`config.mk`:
```
export PLATFORM = sky130hd
export DESIGN_NAME = pc_fetch
export DESIGN_NICKNAME = d
export VERILOG_FILES = /design/src/rtl/pc_fetch_pkg.sv /design/src/rtl/pc_fetch_npc_calc.sv /design/src/rtl/pc_fetch.sv
export SDC_FILE = /design/constraint.sdc
export NUM_CORES = 1
export LEC_CHECK = 0
export CORE_ASPECT_RATIO = 0.7
export CORE_MARGIN = 3
export CORE_UTILIZATION = 45
export DETAILED_ROUTE_END_ITERATION = 16
export MAX_ROUTING_LAYER = met4
export PLACE_DENSITY = 0.75
export SYNTH_ARGS = -nofsm -noshare
export SYNTH_HDL_FRONTEND = slang
export SYNTH_SLANG_ARGS = --single-unit
```
`constraint.sdc`:
```
create_clock -name clk -period 4 [get_ports clk]
set_input_delay 1.2 -clock clk [delete_from_list [all_inputs] [get_ports clk]]
set_output_delay 1.2 -clock clk [all_outputs]
set_load 0.01 [all_outputs]
```
`src/rtl/pc_fetch_pkg.sv`:
```
// pc_fetch shared encodings: next-PC select codes,
// fetch FSM states, reset PC and word-alignment helpers.
package pc_fetch_pkg;

  localparam int unsigned XLEN = 32;
  localparam logic [XLEN-1:0] RESET_PC_DEF = 32'h0000_3000;
  localparam logic [XLEN-1:0] PC_STEP = 32'd4;
  localparam logic [XLEN-1:0] WORD_ZERO = '0;

  typedef enum logic [1:0] {
    NPC_PLUS4    = 2'd0,
    NPC_BRANCH   = 2'd1,
    NPC_JUMP_IMM = 2'd2,
    NPC_JUMP_REG = 2'd3
  } npc_op_e;

  typedef enum logic [1:0] {
    ST_IDLE  = 2'd0,
    ST_FETCH = 2'd1,
    ST_HOLD  = 2'd2
  } fetch_state_e;

  function automatic logic [XLEN-1:0] word_align(
    input logic [XLEN-1:0] a
  );
    return {a[XLEN-1:2], 2'b00};
  endfunction

  function automatic logic misaligned(
    input logic [XLEN-1:0] a
  );
    return |a[1:0];
  endfunction

endpackage

```
`src/rtl/pc_fetch_npc_calc.sv`:
```
// Combinational next-PC computation for the held
// instruction, plus a flag for a misaligned register target.
module npc_calc
  import pc_fetch_pkg::*;
(
  input  logic [XLEN-1:0] instr_pc,
  input  logic [1:0]      npc_op,
  input  logic [25:0]     imm,
  input  logic [XLEN-1:0] reg_target,
  output logic [XLEN-1:0] next_pc,
  output logic            misalign
);

  logic [XLEN-1:0] pc4;
  logic [XLEN-1:0] br_off;

  assign pc4    = instr_pc + PC_STEP;
  assign br_off = {{14{imm[15]}}, imm[15:0], 2'b00};

  // Select the target for the resolved instruction
  always_comb begin
    next_pc  = pc4;
    misalign = 1'b0;
    unique case (npc_op_e'(npc_op))
      NPC_PLUS4:    next_pc = pc4;
      NPC_BRANCH:   next_pc = pc4 + br_off;
      NPC_JUMP_IMM: next_pc = {pc4[31:28], imm, 2'b00};
      NPC_JUMP_REG: begin
        next_pc  = word_align(reg_target);
        misalign = misaligned(reg_target);
      end
      default: next_pc = pc4;
    endcase
  end

endmodule

```
`src/rtl/pc_fetch.sv`:
```
// Fetch stage: architectural PC, imem req/ack handshake,
// single-entry instruction buffer and redirect handling.
module pc_fetch
  import pc_fetch_pkg::*;
#(
  parameter logic [31:0] RESET_PC = RESET_PC_DEF,
  parameter int unsigned ADDR_W   = XLEN
) (
  input  logic              clk,
  input  logic              rstn,
  output logic              imem_req,
  output logic [ADDR_W-1:0] imem_addr,
  input  logic              imem_ack,
  input  logic [31:0]       imem_rdata,
  output logic [31:0]       instr,
  output logic [ADDR_W-1:0] instr_pc,
  output logic              instr_valid,
  input  logic              npc_valid,
  input  logic [1:0]        NPCOp,
  input  logic [25:0]       IMM,
  input  logic [ADDR_W-1:0] RegTarget,
  input  logic              redirect_valid,
  input  logic [ADDR_W-1:0] redirect_pc,
  output logic              addr_err
);

  fetch_state_e    state_q, state_d;
  logic [XLEN-1:0] pc_q, pc_d;
  logic            req_q, req_d;
  logic [31:0]     instr_q, instr_d;
  logic [XLEN-1:0] ipc_q, ipc_d;
  logic            ivalid_q, ivalid_d;
  logic            pend_q, pend_d;
  logic [XLEN-1:0] pend_pc_q, pend_pc_d;
  logic            err_q, err_d;

  logic [XLEN-1:0] next_pc;
  logic            npc_mis;
  logic [XLEN-1:0] redir_al;
  logic            redir_mis;

  npc_calc u_npc (
    .instr_pc   (ipc_q),
    .npc_op     (NPCOp),
    .imm        (IMM),
    .reg_target (RegTarget),
    .next_pc    (next_pc),
    .misalign   (npc_mis)
  );

  assign redir_al  = word_align(redirect_pc);
  assign redir_mis = misaligned(redirect_pc);

  // FSM next state, PC update and buffer capture
  always_comb begin
    state_d   = state_q;
    pc_d      = pc_q;
    req_d     = req_q;
    instr_d   = instr_q;
    ipc_d     = ipc_q;
    ivalid_d  = ivalid_q;
    pend_d    = pend_q;
    pend_pc_d = pend_pc_q;
    err_d     = 1'b0;
    unique case (state_q)
      ST_IDLE: begin
        state_d = ST_FETCH;
        req_d   = 1'b1;
        if (redirect_valid) begin
          pc_d  = redir_al;
          err_d = redir_mis;
        end
      end
      ST_FETCH: begin
        if (!req_q) begin
          // gap cycle after a dropped fetch: re-request
          req_d = 1'b1;
          if (redirect_valid) begin
            pc_d  = redir_al;
            err_d = redir_mis;
          end
        end else if (imem_ack) begin
          req_d  = 1'b0;
          pend_d = 1'b0;
          if (redirect_valid) begin
            pc_d  = redir_al;
            err_d = redir_mis;
          end else if (pend_q) begin
            pc_d = pend_pc_q;
          end else begin
            instr_d  = imem_rdata;
            ipc_d    = pc_q;
            ivalid_d = 1'b1;
            state_d  = ST_HOLD;
          end
        end else if (redirect_valid) begin
          // keep the handshake; apply target on ack
          pend_d    = 1'b1;
          pend_pc_d = redir_al;
          err_d     = redir_mis;
        end
      end
      ST_HOLD: begin
        if (redirect_valid) begin
          pc_d     = redir_al;
          err_d    = redir_mis;
          ivalid_d = 1'b0;
          req_d    = 1'b1;
          state_d  = ST_FETCH;
        end else if (npc_valid) begin
          pc_d     = next_pc;
          err_d    = npc_mis;
          ivalid_d = 1'b0;
          req_d    = 1'b1;
          state_d  = ST_FETCH;
        end
      end
      default: begin
        state_d = ST_IDLE;
        req_d   = 1'b0;
      end
    endcase
  end

  // State and datapath registers, synchronous reset
  always_ff @(posedge clk) begin
    if (!rstn) begin
      state_q   <= ST_IDLE;
      pc_q      <= RESET_PC;
      req_q     <= 1'b0;
      instr_q   <= WORD_ZERO;
      ipc_q     <= WORD_ZERO;
      ivalid_q  <= 1'b0;
      pend_q    <= 1'b0;
      pend_pc_q <= WORD_ZERO;
      err_q     <= 1'b0;
    end else begin
      state_q   <= state_d;
      pc_q      <= pc_d;
      req_q     <= req_d;
      instr_q   <= instr_d;
      ipc_q     <= ipc_d;
      ivalid_q  <= ivalid_d;
      pend_q    <= pend_d;
      pend_pc_q <= pend_pc_d;
      err_q     <= err_d;
    end
  end

  assign imem_req    = req_q;
  assign imem_addr   = pc_q;
  assign instr       = instr_q;
  assign instr_pc    = ipc_q;
  assign instr_valid = ivalid_q;
  assign addr_err    = err_q;

endmodule

```
==> Yosys cells after proc, flatten, opt, wreduce, memory -nomap -nowiden <==
Cells that the tools add are included.
{ "totals": {"regBits": 132, "word_cells": 75, "input_bits": 129} }
{ "classes": {"reduce_logical": 14, "mux": 35, "addsub": 2, "n_bitwise": 3, "eq_ne": 12} }
{ "ops": {"columns": ["cell", "n"], "rows": [
  ["$mux W32", 7],
  ["$pmux W32 S4", 1],
  ["$pmux W32 S3", 1],
  ["$add A32 B3 Y32 const B", 1],
  ["$add A32 B32 Y32", 1],
  ["$mux W1", 16],
  ["$mux W2", 6],
  ["$reduce_and A5 Y1", 2],
  ["$ne A2 B2 Y1 const B", 4],
  ["$reduce_and A4 Y1", 2],
  ["$eq A2 B2 Y1 const B", 3],
  ["$ne A3 B3 Y1 const B", 2],
  ["$pmux W2 S3", 1],
  ["$reduce_and A6 Y1", 1],
  ["$reduce_or A2 Y1", 3],
  ["$eq A2 B1 Y1 const B", 2],
  ["$logic_not A2 Y1", 2],
  ["$ne A4 B4 Y1 const B", 1],
  ["$pmux W1 S2", 2],
  ["$reduce_bool A2 Y1", 2],
  ["$not A1 Y1", 3],
  ["$pmux W1 S3", 1],
  ["$reduce_and A3 Y1", 1],
  ["$reduce_bool A3 Y1", 1]
]} }

==> Logic depth before layout (Yosys ltp) <==
Gate-level depths: netlist (run 1).
{ "depth": {"word_depth": 6, "mapped_depth": 16, "mapped_depth_nobuf": 15} }

==> Cells and area by module <==
Synthesis (run 1) repeated with hierarchy kept, for this count alone.
{ "hier_totals": {"hier_cells": 1109, "area_unflattened_um2": 8849.7} }
{ "by_module_without_submodules": {"columns": ["mod", "cells_each", "area_per_inst_um2", "seq_area_each_um2", "n_inst"], "rows": [
  ["pc_fetch", 681, 5659.2, 2642.5, 1],
  ["npc_calc", 428, 3190.6, 0.0, 1]
]} }

==> Least setup slack after synthesis (run 1) <==
OpenSTA, ideal clock, no wires.
{ "synth_path": {"path_type": "in2reg", "from": "input IMM[0]", "to": "register pc_q[30], in the netlist imem_addr[30]", "arrival_ps": 3588, "setup_ps": 116, "n_path_buf": 0, "setup_slack_ps": 296, "path_stages": 11, "path_cell_list": "ha_1 inv_1 fa_1 and2b_1 o2111ai_2 a211oi_1 o32ai_2 o31a_2 o31ai_1 nand4_1 a31o_2"} }
{ "synth_via": {"elab_chain_cells": 5} }
{ "synth_rtl": {"columns": ["element", "line", "source"], "rows": [
  ["start: declaration", "pc_fetch.sv:20", "input logic [25:0] IMM,"],
  ["$add A32 B32 Y32", "pc_fetch_npc_calc.sv:26", "NPC_BRANCH: next_pc = pc4 + br_off;"],
  ["$pmux W32 S4", "pc_fetch_npc_calc.sv:24", "unique case (npc_op_e'(npc_op))"],
  ["$mux W32", "pc_fetch.sv:110", "end else if (npc_valid) begin"],
  ["$mux W32", "pc_fetch.sv:104", "if (redirect_valid) begin"],
  ["$pmux W32 S3", "pc_fetch.sv:65", "unique case (state_q)"],
  ["end signal: assignment", "pc_fetch.sv:139", "pc_q <= pc_d;"],
  ["end: declaration", "pc_fetch.sv:28", "logic [XLEN-1:0] pc_q, pc_d;"]
]} }
No other way between the ends. The select of a mux whose other input is x is not followed.
A chain may end at the register's enable or synchronous reset.

==> Worst setup path in the final report (run 1) <==
Ends and elaborated chain as after synthesis.

==> flow_summary.json, run 1 <==
{
  "status": "finished, final reports clean",
  "h-tree-depth": 4,
  "dpl.hpwl_um": 25900,
  "avgViaCountPerCell": 5.95,
  "die_w_um": 172,
  "syn_area_per_cell_um2": 7.49,
  "grt_pass1_vias": 9487,
  "syn_inst": 1159,
  "drc_errors": 0,
  "worst_slew_pin_slew_ns": 1.13,
  "r2r_start": "instr_pc[2]",
  "fin_crit_ns": 3.87,
  "synth_top_area_share_pct": 30.4,
  "insertedDiodeCount": 0,
  "cp-end-kind": "register",
  "gp_congestion": 0.943,
  "area_growth_pct": 44.1,
  "grt.total_usage_pct": 32.8,
  "synth_compound_area_share_pct": 26.2,
  "setup_violations": 0,
  "grt_max_degree": 40,
  "ant_nets": 0,
  "dr.pass1.iters": 6,
  "slew_headroom_pct": 25.0,
  "place_ws_ns": -0.356,
  "crit_start": "IMM[0]",
  "synth_mux_area_share_pct": 5.88,
  "grt_pass1_wl_um": 51900,
  "drive_above_1_share_pct": 13.7,
  "die_h_um": 122,
  "min_path_cells": 2,
  "timing.fmax_ghz": 0.258,
  "period_share_pct": 96.7,
  "ff2ff_path_depth": 17,
  "syn_area_um2": 8680,
  "ir_drop_mv": 0.333,
  "hp-start": "instr[4]",
  "rrSetupSlack_ns": 0.23,
  "crit_type": "input port to register",
  "cp-start-kind": "input port",
  "power_density_nw_per_um2": 414,
  "yosys-top-cells-area": "dfxtp_1 30%, nand2_1 11%, a21oi_1 9.7%",
  "core_um2": 18500,
  "power_leakage_nw": 4.75,
  "synth_xor_area_share_pct": 5.13,
  "ioPinCount": 228,
  "synth_cell_type_count": 79,
  "async_flop_share_pct": 0,
  "synth_edf_count": 0,
  "finClkSkew_ns": 0.0119,
  "cts.path.max_buffers": 2,
  "synth-main-ff-cell": "dfxtp_1",
  "synth_nets": 1327,
  "final_nets": 1610,
  "fin_util_pct": 67.8,
  "min_to": "instr[4]",
  "crit_path_max_fanout": 2,
  "cap_viol_max_count": 0,
  "rows": 41,
  "synth_fa_ha_area_share_pct": 5.71,
  "synth-warning-count": 0,
  "yosysSeqAreaShare_pct": 30.4,
  "wl_um": 34300,
  "reg2reg_to": "imem_addr[29]",
  "timing.setup.tns_ns": 0,
  "cts_tree": "done",
  "yosys.area_share.simple_pct": 22.1,
  "clkLatencyLatePin_ns": 0.44,
  "io_buffer_count": 227,
  "slew_violations": 0,
  "start_util_pct": 47.0,
  "hold_violations": 0,
  "cts_sinks": 132,
  "synth_top_family_by_area": "compound AO/OA/AOI/OAI gates",
  "vias": 10100,
  "grt-ovfl-total": 0,
  "wl_per_cell_um": 20.3,
  "cts_made_buffers": 17,
  "required_ns": 4.33,
  "hp-class": "register to register",
  "rsz0062_at_grt": "false",
  "setup_slack_ns": 0.130,
  "synth-seq-cells": 132,
  "clk_pin_slew_worst_paths_ns": 0.06,
  "die_area_um2": 21000,
  "arrival_ns": 4.20,
  "yosys.area.top_type": "dfxtp_1",
  "antenna_found_initial": 0,
  "cts-root-buf": "clkbuf_16",
  "first_iter_violations": 1002,
  "power_w": 0.00518
}
==> through the flow <==
step | area, um^2 | instances | hold WS (ns)
floorplan | 8680 | 1159 | 0.434
global placement | 11800 | 1658 | 0.441
detailed placement | 11800 | 1658 | 0.446
CTS | 12400 | 1689 | 0.455
finish | 12500 | 1690 | 0.453
global route | 12500 | 1690 | 0.467
==> critical path, cell delays in order <==
cell and delay, ns:
clkdlybuf4s50_1 0.47, ha_1 0.18, inv_1 0.06, fa_1 0.38, and2b_1 0.24, o2111ai_2 0.12, a211oi_1 0.24, buf_4 0.16
o32ai_2 0.09, o31a_2 0.41, o31ai_4 0.26, nand4_1 0.12, a31o_2 0.25
==> how the worst max path moves through the flow <==
stage                                to  slack, ns  cells after the start
after global placement    imem_addr[30]      -0.31                     13
after CTS                 imem_addr[27]       0.02                     16
after floorplan           imem_addr[30]       0.30                     11
final                     imem_addr[30]       0.13                     13
after global routing      imem_addr[30]     0.0002                     13
after detailed placement  imem_addr[30]      -0.36                     13
==> power by group <==
group | total, W | internal [W] | switching [W]
sequential | 0.00166 | 0.00147 | 0.000191
combinational | 0.00187 | 0.000816 | 0.00106
clock | 0.00165 | 0.000986 | 0.000666
==> per-layer routing <==
metal / global-route usage, % / routed length, um / up-vias / share of wire (%)
met1: 43.9 / 14500 / 4722 / 42
li1: - / - / 4724 / -
met5: - / 0 / - / 0
met4: 7.23 / 523 / 0 / 1.5
met3: 7.82 / 3870 / 53 / 11
met2: 50.7 / 15400 / 555 / 45
==> repair_timing <==
action | 4_1_cts | 5_1_grt
pin swaps | 0 | 1
hold buffers | 0 | 0
setup buffers | 0 | 1
setup endpoints to repair | 1 | 5
gates resized for setup | 1 | 17
==> synth_stat cells, drive strengths merged (13+ instances only) <==
cell type	count
a21oi	171
a22oi	19
buf	13
clkbuf	60
dfxtp	132
ha	38
inv	28
mux2i	15
mux4	15
nand2	263
nand3	41
nor2	56
nor3	26
o21ai	57
xnor2	33
xor2	17
==> cells in the final DEF, fill, tap and decap left out, types with 16 or more instances in the layout <==
cell type	Yosys	final
a21oi_1	169	167
inv_1	27	26
clkbuf_16	0	17
dfxtp_1	132	131
clkdlybuf4s50_1	0	226
xor2_1	17	16
o21ai_0	55	55
nand3_1	41	40
xnor2_1	32	29
ha_1	38	37
a22oi_1	19	19
nor3_1	26	23
nand2_1	263	263
buf_4	0	107
nor2_1	53	53
==> area by class of cell <==
class	instances	area [um^2]
Timing Repair Buffer	337	3120
Clock buffer	17	425
Sequential cell	132	2640
Clock inverter	14	176
Inverter	28	106
Fill cell	1553	5950
Tap cell	236	295
Multi-Input combinational cell	926	5750
==> registers in the layout (all words and copies together) (netlist names) <==
signal and flops:
state_q 2, instr 32, pend_pc_q 30, addr_err 1
pend_q 1, instr_valid 1, imem_addr 32, imem_req 1
instr_pc 32
==> logic make-up after synthesis <==
logic type	Yosys count
simple gates	439
compound gates	366
flops	132
buf+inv	101
xor+xnor	50
fa+ha+maj	39
mux	32
(Power assumes the default switching activity.)
==> run 2, diff against run 1 <==
PLACE_DENSITY = 0.84   (was 0.75)
==> flow_summary.json, run 2 (same netlist as run 1, synthesis figures left out) <==
{
  "status": "finished, final reports clean",
  "core_um2": 18500,
  "n_fill_cell": 1558,
  "start_util_pct": 47.0,
  "area_growth_pct": 41.5,
  "min_to": "instr[23]",
  "seqCellArea_um2": 2640,
  "rows": 41,
  "wl_per_cell_um": 20.2,
  "rsz0062_at_grt": "true",
  "drive_above_1_share_pct": 11.8,
  "place_inst": 1638,
  "avgViaCountPerCell": 6.13,
  "grt_pass1_vias": 9335,
  "multi_input_area_um2": 5680,
  "path_cells": "clkdlybuf4s50_1 > ha_1 > inv_1 > fa_1 > and2b_1 > o2111ai_2 > a211oi_2 > o32ai_2 > o31a_2 > o31ai_2 > nand4_1 > a31o_2",
  "grt.total_usage_pct": 31.5,
  "cp_slowest_cell": "clkdlybuf4s50_1",
  "seqPwrFrac_pct": 31.9,
  "setup_slack_ns": 0.0974,
  "layout_commonest_cell": "nand2_1",
  "required_ns": 4.32,
  "setup_violations": 0,
  "cp-end-kind": "register",
  "cts_tree": "done",
  "pwr-share-clk_pct": 31.3,
  "fin_crit_ns": 3.90,
  "slew_headroom_pct": 55.2,
  "ir_drop_mv": 0.276,
  "cts-root-buf": "clkbuf_16",
  "h-tree-depth": 4,
  "p_sw_w": 0.00189,
  "io_buffer_count": 227,
  "fin_cells": 1674,
  "fin_area_um2": 12300,
  "finClkSkew_ns": 0.0117,
  "ant_nets": 0,
  "power_density_nw_per_um2": 419,
  "wl_um": 33800,
  "timing.fmax_ghz": 0.256,
  "dpl.hpwl_um": 25600,
  "gp_congestion": 1.01,
  "p_int_w": 0.00327,
  "cts_sinks": 132,
  "ff2ff_path_depth": 15,
  "path_buf_inv": 2,
  "min_path_cells": 2,
  "slowest_delay_ns": 0.48,
  "cts_made_buffers": 17,
  "cts.path.max_buffers": 2,
  "reg2reg_to": "imem_addr[27]",
  "antenna_found_initial": 1,
  "period_share_pct": 97.6,
  "drc_errors": 0,
  "critPathTopFamily": "compound AO/OA/AOI/OAI gates",
  "worst_slew_pin_slew_ns": 0.671,
  "slew_violations": 0,
  "rrSetupSlack_ns": 0.16,
  "crit_type": "input port to register",
  "final_cell_mix": "263 x nand2_1, 226 x clkdlybuf4s50_1, 169 x a21oi_1",
  "grt_max_degree": 52,
  "ioPinCount": 228,
  "crit_start": "IMM[0]",
  "clk_pin_slew_worst_paths_ns": 0.06,
  "die_h_um": 122,
  "die_w_um": 172,
  "grt-ovfl-total": 0,
  "cp-start-kind": "input port",
  "cap_viol_max_count": 0,
  "place_ws_ns": -0.423,
  "power_leakage_nw": 4.62,
  "clkLatencyLatePin_ns": 0.43,
  "r2r_start": "instr_pc[3]",
  "final_nets": 1592,
  "grt_pass1_wl_um": 50400,
  "place_area_um2": 11600,
  "arrival_ns": 4.22,
  "first_iter_violations": 1315,
  "hp-class": "register to register",
  "hp-start": "instr[23]",
  "hold_violations": 0,
  "sw_frac_of_total_pct": 36.6,
  "whs_ns": 0.454,
  "dr.pass1.iters": 7,
  "vias": 10300,
  "crit_path_max_fanout": 2,
  "combPwrFrac_pct": 36.8,
  "die_area_um2": 21000
}
## run 2: cell types whose count changed in the layout (fill, tap and decap cells not counted), moves of 2 or more
cell / delta
buf_4: -16
xnor2_1: +3
buf_12: -2
a21oi_1: +2
a21oi_2: -2
clkinv_4: +3
xnor2_2: -3
clkbuf_1: +2
inv_6: -5
## run 2: metrics by stage
stage | setup TNS (ns) | power [W] | utilization (%)
floorplan | 0 | 0.00261 | -
detailed placement | -1.59 | 0.00349 | 63.0
global route | -0.0344 | 0.00534 | 66.6
global placement | -1.30 | 0.00346 | 63.0
finish | 0 | 0.00515 | 66.6
CTS | 0 | 0.00509 | 66.3
## run 2: worst max path at each step
stage,to,slack (ns),cells after the start
floorplan,imem_addr[30],0.30,11
global placement,imem_addr[30],-0.37,12
detailed placement,imem_addr[30],-0.42,12
CTS,imem_addr[30],0.05,12
global route,imem_addr[30],-0.03,12
finish,imem_addr[30],0.1,12
## run 2: layout make-up
type / instances / share of cell area, %
sequential: 132 / 21.5
tap: 236 / 2.40
clock inverter: 12 / 1.27
multi-input combinational: 926 / 46.2
clock buffer: 20 / 3.63
inverter: 28 / 0.865
antenna: 1 / 0.0204
timing repair buffer: 319 / 24.1
## run 2: per-layer routing
layer | up-vias | wire [um] | track usage, %
met5 | - | 0 | -
met4 | 0 | 774 | 9.02
met3 | 78 | 4470 | 8.50
met1 | 4811 | 13900 | 42.9
li1 | 4692 | - | -
met2 | 676 | 14700 | 46.2
## run 2: timing repair
action / 4_1_cts / 5_1_grt
setup endpoints to repair: 1 / 4
pin swaps: 0 / 0
hold buffers: 0 / 0
setup buffers: 0 / 3
gates resized for setup: 1 / 4
## run 2: worst reg2reg max path, stage by stage (launching register included)
cell and delay, ns:
dfxtp_1 0.34, ha_1 0.22, and4_1 0.23, and2_1 0.19, nand4_1 0.28, nor3_1 0.33
xor2_1 0.28, ha_1 0.33, and4_1 0.21, and3_1 0.18, a211o_1 0.31, or2_2 0.29
o22ai_1 0.14, xnor2_1 0.08, a21boi_0 0.24, o22ai_1 0.09
## run 2: power groups by stage
| stage | Sequential [W] | Clock (W) | Combinational, W |
|---|---|---|---|
| detailed placement | 0.00166 | 0 | 0.00183 |
| finish | 0.00165 | 0.00161 | 0.00189 |
| CTS | 0.00163 | 0.00161 | 0.00184 |
| global placement | 0.00166 | 0 | 0.00181 |
| global route | 0.00165 | 0.00167 | 0.00201 |
| floorplan | 0.00166 | 0 | 0.000955 |
==> run 3, diff against run 2 <==
CORE_UTILIZATION = 25   (was 45)
PLACE_DENSITY = 0.56   (was 0.84)
==> flow_summary.json, run 3 (same netlist as run 1, synthesis figures left out) <==
{
  "crit_path_max_fanout": 3,
  "fin_crit_ns": 3.86,
  "drc_errors": 0,
  "r2r_start": "instr_pc[2]",
  "grtUsageMet1_pct": 28.6,
  "start_util_pct": 25.7,
  "layout_commonest_cell": "nand2_1",
  "first_iter_violations": 1005,
  "path_cells": "clkdlybuf4s50_1 > ha_2 > inv_1 > fa_2 > and2b_1 > o2111ai_2 > a211oi_2 > buf_4 > o32ai_2 > o31a_2 > buf_4 > a22o_1 > o21ai_2 > a31oi_1",
  "area_growth_pct": 48.5,
  "vias": 9839,
  "power_leakage_nw": 4.83,
  "rrSetupSlack_ns": 0.20,
  "final_nets": 1617,
  "cts_made_buffers": 17,
  "n_fill_cell": 3511,
  "arrival_ns": 4.17,
  "power_w": 0.00529,
  "die_w_um": 229,
  "cts_sinks": 132,
  "cts-root-buf": "clkbuf_16",
  "grt.total_usage_pct": 20.6,
  "io_buffer_count": 227,
  "ioPinCount": 228,
  "drive_above_1_share_pct": 14.1,
  "ctsHoldBuffers": 0,
  "cts_tree": "done",
  "grt_pass1_wl_um": 57000,
  "slew_violations": 0,
  "die_h_um": 162,
  "crit_type": "input port to register",
  "slowest_delay_ns": 0.48,
  "critPathCapture": "imem_addr[26]",
  "wl_um": 37700,
  "ff2ff_path_depth": 16,
  "use_met3_pct": 5.49,
  "dpl.hpwl_um": 29600,
  "clkLatencyLatePin_ns": 0.44,
  "core_um2": 33800,
  "required_ns": 4.31,
  "gp_congestion": 0.898,
  "ant_nets": 0,
  "final_cell_mix": "263 x nand2_1, 226 x clkdlybuf4s50_1, 168 x a21oi_1",
  "reg2reg_to": "imem_addr[27]",
  "cp-end-kind": "register",
  "cp_slowest_cell": "clkdlybuf4s50_1",
  "cts.path.max_buffers": 2,
  "grt_busiest_layer": "met2",
  "grt_max_degree": 39,
  "slew_headroom_pct": 23.0,
  "hp-class": "register to register",
  "die_area_um2": 37000,
  "antenna_found_initial": 3,
  "hold_violations": 0,
  "status": "finished, final reports clean",
  "h-tree-depth": 4,
  "rows": 56,
  "timing.fmax_ghz": 0.259,
  "crit_start": "IMM[0]",
  "power_density_nw_per_um2": 410,
  "whs_ns": 0.452,
  "gr-usage-met2_pct": 29.8,
  "cp_common_cell": "buf_4",
  "dr.pass1.iters": 6,
  "wl_per_cell_um": 19.5,
  "worst_slew_pin_slew_ns": 1.16,
  "clk_pin_slew_worst_paths_ns": 0.06,
  "cap_viol_max_count": 0,
  "avgViaCountPerCell": 5.10,
  "rsz0062_at_grt": "true",
  "period_share_pct": 96.4,
  "finClkSkew_ns": 0.0132,
  "setup_violations": 0,
  "cp-start-kind": "input port",
  "grt-ovfl-total": 0,
  "ir_drop_mv": 0.260,
  "grt_pass1_vias": 9463
}
[run 3: through the flow]
step,util (%),instance area [um^2],TNS (ns),worst slack (ns),instances
final,38.1,12900,0,0.143,1928
after global routing,38.1,12900,-0.00530,-0.00275,1928
after CTS,37.8,12800,0,0.0630,1924
after detailed placement,35.9,12200,-2.38,-0.467,1893
after global placement,35.9,12200,-1.99,-0.481,1893
after floorplan,-,8680,0,0.296,1159
[run 3: layout make-up]
cell class | count | area [um^2] | area share (%)
tap | 464 | 581 | 4.50
timing repair buffer | 344 | 3170 | 24.6
inverter | 28 | 106 | 0.825
antenna | 3 | 7.51 | 0.0582
sequential | 132 | 2640 | 20.5
clock inverter | 9 | 151 | 1.17
multi-input combinational | 926 | 5760 | 44.7
clock buffer | 22 | 474 | 3.68
[run 3: worst min path at each step]
stage	start	to	slack, ns	cells after the start
floorplan	pend_pc_q[3]	pend_pc_q[3]	0.43	2
global placement	instr[11]	instr[11]	0.44	2
detailed placement	instr[16]	instr[16]	0.45	2
CTS	instr[16]	instr[16]	0.45	2
global route	pend_pc_q[15]	pend_pc_q[15]	0.47	2
finish	instr[16]	instr[16]	0.45	2
[run 3: routing by layer]
| layer | wire, um | part of all wire (%) | vias to the layer above |
|---|---|---|---|
| met3 | 3580 | 9.5 | 30 |
| met5 | 0 | 0 | - |
| met2 | 16200 | 43 | 401 |
| li1 | - | - | 4738 |
| met4 | 504 | 1.3 | 0 |
| met1 | 17400 | 46 | 4670 |
[run 3: critical path: cells and delay by family]
kind | cells | cell delay (ns)
AO/OA/AOI/OAI | 7 | 1.36
buffers and inverters | 4 | 0.87
adder cells (fa/ha/maj) | 2 | 0.51
AND/OR/NAND/NOR | 1 | 0.24
[run 3: power breakdown]
group	total (W)	internal, W	switching (W)
Sequential	0.00165	0.00147	0.000188
Clock	0.00171	0.00109	0.000626
Combinational	0.00192	0.000821	0.00110
[run 3: timing repair]
| action | CTS | global route |
|---|---|---|
| setup buffers | 0 | 1 |
| resized for setup | 2 | 19 |
| cloned | 0 | 0 |
| pin swaps | 0 | 5 |
| endpoints found under the setup margin | 3 | 6 |
